$ cat src/rtl/cpu6502_pkg.sv
// Shared 6502 definitions: status flag bit positions, reset value of P and
// the flag-enable masks the ALU drives on alu_flags_ena.
package cpu6502_pkg;

  localparam int FLAG_C = 0;
  localparam int FLAG_Z = 1;
  localparam int FLAG_I = 2;
  localparam int FLAG_D = 3;
  localparam int FLAG_B = 4;
  localparam int FLAG_U = 5;
  localparam int FLAG_V = 6;
  localparam int FLAG_N = 7;

  localparam logic [7:0] P_RESET = 8'h34;

  // Bits that are physically stored in P (B and U are synthesized on read).
  localparam logic [7:0] MASK_STORED = 8'hCF;

  localparam logic [7:0] MASK_C    = 8'h01;
  localparam logic [7:0] MASK_Z    = 8'h02;
  localparam logic [7:0] MASK_I    = 8'h04;
  localparam logic [7:0] MASK_D    = 8'h08;
  localparam logic [7:0] MASK_V    = 8'h40;
  localparam logic [7:0] MASK_NZ   = 8'h82;
  localparam logic [7:0] MASK_NZC  = 8'h83;
  localparam logic [7:0] MASK_NVZ  = 8'hC2;
  localparam logic [7:0] MASK_NVZC = 8'hC3;

endpackage

$ cat src/rtl/int_sync.sv
// Interrupt pin synchronizer: SYNC_STAGES-deep flop chain preset to 1
// (inactive), plus a registered copy of the synced value so a falling edge
// can be flagged for exactly one cycle.
module int_sync #(
  parameter int SYNC_STAGES = 2
) (
  input  logic clk,
  input  logic reset_n,
  input  logic pin,
  output logic synced,
  output logic fall
);

  logic [SYNC_STAGES-1:0] chain;
  logic                   prev;

  // Shift the pin through the chain and remember last cycle's synced value.
  always_ff @(posedge clk) begin
    if (!reset_n) begin
      chain <= '1;
      prev  <= 1'b1;
    end else begin
      chain <= {chain[SYNC_STAGES-2:0], pin};
      prev  <= chain[SYNC_STAGES-1];
    end
  end

  assign synced = chain[SYNC_STAGES-1];
  assign fall   = prev & ~chain[SYNC_STAGES-1];

endmodule

$ cat src/rtl/status_flags_unit.sv
// 6502 status register (P) with ALU flag merge, stack push/pull images,
// interrupt-entry side effects, one-instruction-delayed IRQ masking and
// NMI falling-edge latching.
// Build option: STATUS_FLAGS_CMOS_DCLR_EN -- when defined (65C02), interrupt
// entry also clears D; otherwise (NMOS) D is left alone.
module status_flags_unit
  import cpu6502_pkg::*;
#(
  parameter int SYNC_STAGES = 2
) (
  input  logic       clk,
  input  logic       reset_n,
  input  logic [7:0] alu_flags_out,
  input  logic [7:0] alu_flags_ena,
  input  logic       flag_update,
  input  logic       p_load,
  input  logic [7:0] p_load_data,
  input  logic       p_push_brk,
  output logic [7:0] p_push_data,
  output logic [7:0] flags_in,
  input  logic       int_entry,
  input  logic       int_ack_nmi,
  input  logic       instr_boundary,
  input  logic       irq_n,
  input  logic       nmi_n,
  output logic       irq_req,
  output logic       nmi_req
);

  // Stored bits in order {N,V,D,I,Z,C}.
  logic [5:0] p_bits;
  logic [7:0] p_view;
  logic [7:0] p_next;
  logic [7:0] ena_stored;
  logic       irq_mask;
  logic       nmi_pending;
  logic       irq_synced;
  logic       irq_fall_unused;
  logic       nmi_synced_unused;
  logic       nmi_fall;
  logic       unused_bits;

  assign p_view = {p_bits[5:4], 2'b11, p_bits[3:0]};

  int_sync #(.SYNC_STAGES(SYNC_STAGES)) u_irq_sync (
    .clk     (clk),
    .reset_n (reset_n),
    .pin     (irq_n),
    .synced  (irq_synced),
    .fall    (irq_fall_unused)
  );

  int_sync #(.SYNC_STAGES(SYNC_STAGES)) u_nmi_sync (
    .clk     (clk),
    .reset_n (reset_n),
    .pin     (nmi_n),
    .synced  (nmi_synced_unused),
    .fall    (nmi_fall)
  );

  assign ena_stored = alu_flags_ena & MASK_STORED;

  // Next P: stack pull beats ALU merge; interrupt entry is layered on top.
  always_comb begin
    p_next = p_view;
    if (p_load) begin
      p_next = p_load_data;
    end else if (flag_update) begin
      p_next = (p_view & ~ena_stored) | (alu_flags_out & ena_stored);
    end
    if (int_entry) begin
      p_next[FLAG_I] = 1'b1;
`ifdef STATUS_FLAGS_CMOS_DCLR_EN
      p_next[FLAG_D] = 1'b0;
`endif
    end
  end

  // P storage, IRQ mask sampled at opcode fetch, NMI pending latch.
  always_ff @(posedge clk) begin
    if (!reset_n) begin
      p_bits      <= {P_RESET[FLAG_N], P_RESET[FLAG_V], P_RESET[FLAG_D:FLAG_C]};
      irq_mask    <= 1'b1;
      nmi_pending <= 1'b0;
    end else begin
      p_bits <= {p_next[FLAG_N], p_next[FLAG_V], p_next[FLAG_D:FLAG_C]};
      if (instr_boundary) begin
        irq_mask <= p_view[FLAG_I];
      end
      // A new edge wins over an acknowledge on the same clock.
      if (nmi_fall) begin
        nmi_pending <= 1'b1;
      end else if (int_ack_nmi) begin
        nmi_pending <= 1'b0;
      end
    end
  end

  assign flags_in    = p_view;
  assign p_push_data = {p_view[FLAG_N], p_view[FLAG_V], 1'b1, p_push_brk, p_view[FLAG_D:FLAG_C]};
  assign irq_req     = ~irq_synced & ~irq_mask;
  assign nmi_req     = nmi_pending;

  assign unused_bits = ^{p_next[FLAG_U:FLAG_B]};

endmodule

$ cat config.mk
export PLATFORM = sky130hd
export DESIGN_NAME = status_flags_unit
export DESIGN_NICKNAME = d
export VERILOG_FILES = /design/src/rtl/cpu6502_pkg.sv /design/src/rtl/int_sync.sv /design/src/rtl/status_flags_unit.sv
export SDC_FILE = /design/constraint.sdc
export NUM_CORES = 1
export LEC_CHECK = 0
export CORE_AREA = 2 2 46 48
export CTS_CLUSTER_SIZE = 12
export DETAILED_ROUTE_END_ITERATION = 7
export DIE_AREA = 0 0 48 50
export PLACE_DENSITY_LB_ADDON = 0.1
export SLEW_MARGIN = 10
export SYNTH_ARGS = -nofsm -noshare
export SYNTH_HDL_FRONTEND = slang
export SYNTH_SLANG_ARGS = --single-unit
$ cat constraint.sdc
create_clock -name clk -period 1.8 [get_ports clk]
set_clock_uncertainty 0.15 [all_clocks]
set_input_delay 0.18 -clock clk [delete_from_list [all_inputs] [get_ports clk]]
set_output_delay 0.18 -clock clk [all_outputs]
set_load 0.05 [all_outputs]
==> impl_metrics.tcl <==
set metrics [dict create \
    area_growth_pct 64.8 \
    relSlewSlack_pct 66.2 \
    netlist_area_um2 569 \
    dp_hpwl_um 913 \
    design.die.area_um2 2400 \
    maxCapViolCount 0 \
    seq_area_frac_synth_pct 45.7 \
    outcome "complete, no violations" \
    gp_congestion 0.617 \
    post-route-drc-count 0 \
    grt_max_degree 14 \
    yosysTopAreaCell "dfxtp_1" \
    tightest_slew_ns 0.506 \
    antenna_found_initial 0 \
    grt_pass1_wl_um 1560 \
    grt_usage_pct 9.33 \
    drive_above_1_share_pct 15.3 \
    ys_warn_count 0 \
    syn_inst 63 \
    dr.pass1.iters 4 \
    cts_setup_buffers 0 \
    ys_top_cells_by_area "dfxtp_1, buf_4, mux2i_1" \
    ys_ff_latch 13 \
    drtIter0Drc 3 \
    hp-class "input port to output port" \
    n_antenna_cell 0 \
    power_density_nw_per_um2 748 \
    crit_path_cell_trace "clkdlybuf4s50_1" \
    cp.required_ns 1.47 \
    crit_type "register to output port" \
    leakage_uw 0.000459 \
    htree_num_levels 1 \
    hold_viol 0 \
    cp-end-kind "output port" \
    cts_made_buffers 3 \
    die_w_um 48 \
    hold-worst-slack_ns 0.210 \
    slowest_delay_ns 0.80 \
    clk_latency_ns 0.27 \
    rsz0062_at_grt "false" \
    synth_area_per_cell_um2 9.04 \
    wire_per_inst_um 9.74 \
    cts-resized-gates 0 \
    start_kind "register" \
    cp_max_fo 2 \
    core_um2 1900 \
    grt_pass1_vias 398 \
    port_buffers 40 \
    synth.distinct_cells 15 \
    clk_root_buffer_cell "clkbuf_4" \
    die_h_um 50 \
    cts.reportedPaths.clkPinSlew_ns 0.09 \
    vias 506 \
    ir_drop_mv 0.403 \
    cts_sinks 13 \
    max_freq_ghz 0.570 \
    start_util_pct 29.9 \
    worstPathArrival_ns 1.42 \
    nNetsFinal 133 \
    cts_buffer_depth 2 \
    wirelength_um 1220 \
    min_period_ns 1.75 \
    viasPerCell 4.05 \
    rows 16 \
    path_buf_inv 1 \
    gr-total-overflow 0 \
    cts_tree "done" \
    ctsHoldBuffers 0 \
    synth.top_cell.area_share_pct 45.7 \
    ant_nets 0 \
    critPathTopFamily "buffers and inverters" \
    drv_slew 0 \
    dp.cells 121 \
    ios 52 \
    fin_cells 125 \
    finalSetupTns_ns 0 \
    setup-violations-final 0 \
    critical_path.slowest_cell "clkdlybuf4s50_1" \
    finalCritPeriodShare_pct 97.5 \
]
final cells by class:
| cell class | count | area [µm²] |
|---|---|---|
| flip-flops and latches | 13 | 260 |
| multi-input cells | 38 | 223 |
| repair buffers | 40 | 383 |
| inverters | 3 | 11.3 |
| clock buffers | 3 | 22.5 |
| clock inverters | 1 | 5.00 |
| well taps | 27 | 33.8 |
| fillers | 195 | 963 |
through the flow:
step | utilization, % | setup WS (ns) | power, µW | instance area [µm²]
floorplan | - | 0.520 | 459 | 577
detailed placement | 47.5 | 0.332 | 531 | 903
global route | 49.3 | 0.0132 | 737 | 938
CTS | 48.9 | 0.0130 | 714 | 931
finish | 49.3 | 0.0451 | 702 | 938
global placement | 47.5 | 0.323 | 529 | 903
cell usage in the layout (no fill, tap or decap):
cell,synthesis,final
a21oi_1,6,6
and2_1,1,1
buf_4,11,10
clkbuf_4,0,3
clkdlybuf4s50_1,0,27
clkinv_2,0,1
conb_1,1,3
dfxtp_1,13,13
dlymetal6s2s_1,0,3
inv_1,2,2
inv_2,1,1
mux2i_1,7,7
nand2_1,7,7
nand2b_1,5,5
nor2_1,1,1
o21ai_0,3,3
o21ai_1,3,3
o22ai_1,1,1
or2b_1,1,1
Yosys cell counts:
cell,count
dfxtp_1,13
mux2i_1,7
inv_1,2
or2b_1,1
o21ai_0,3
inv_2,1
nor2_1,1
a21oi_1,6
buf_4,11
nand2b_1,5
and2_1,1
nand2_1,7
conb_1,1
o21ai_1,3
o22ai_1,1
power breakdown:
group / internal [µW] / switching [µW]
clock: 82.3 / 97.1
sequential: 303 / 8.26
combinational: 92.7 / 118
worst paths after layout:
path | startpoint | to | slack, ns | cells past startpoint
max | nmi_req | nmi_req | 0.05 | 1
min | p_push_brk | p_push_data[4] | 0.21 | 0
min reg2reg | u_irq_sync.chain[0] | u_irq_sync.chain[1] | 0.26 | 1
max reg2reg | u_nmi_sync.prev | nmi_req | 0.97 | 3
logic make-up after synthesis:
group           after synthesis  synth area share, %
compound gates               13                 11.6
buf+inv                      14                 16.5
flops                        13                 45.7
mux                           7                 12.3
other cells                   1                0.659
simple gates                 15                 13.2
layer usage:
metal / track usage [%] / up-vias / part of all wire (%)
met1: 10.8 / 218 / 42
met3: 3.66 / 0 / 10
met5: 0 / - / 0
met4: 5.41 / 0 / 0
met2: 14.0 / 25 / 47
li1: - / 263 / -
Power figures use the tool's default switching activity.
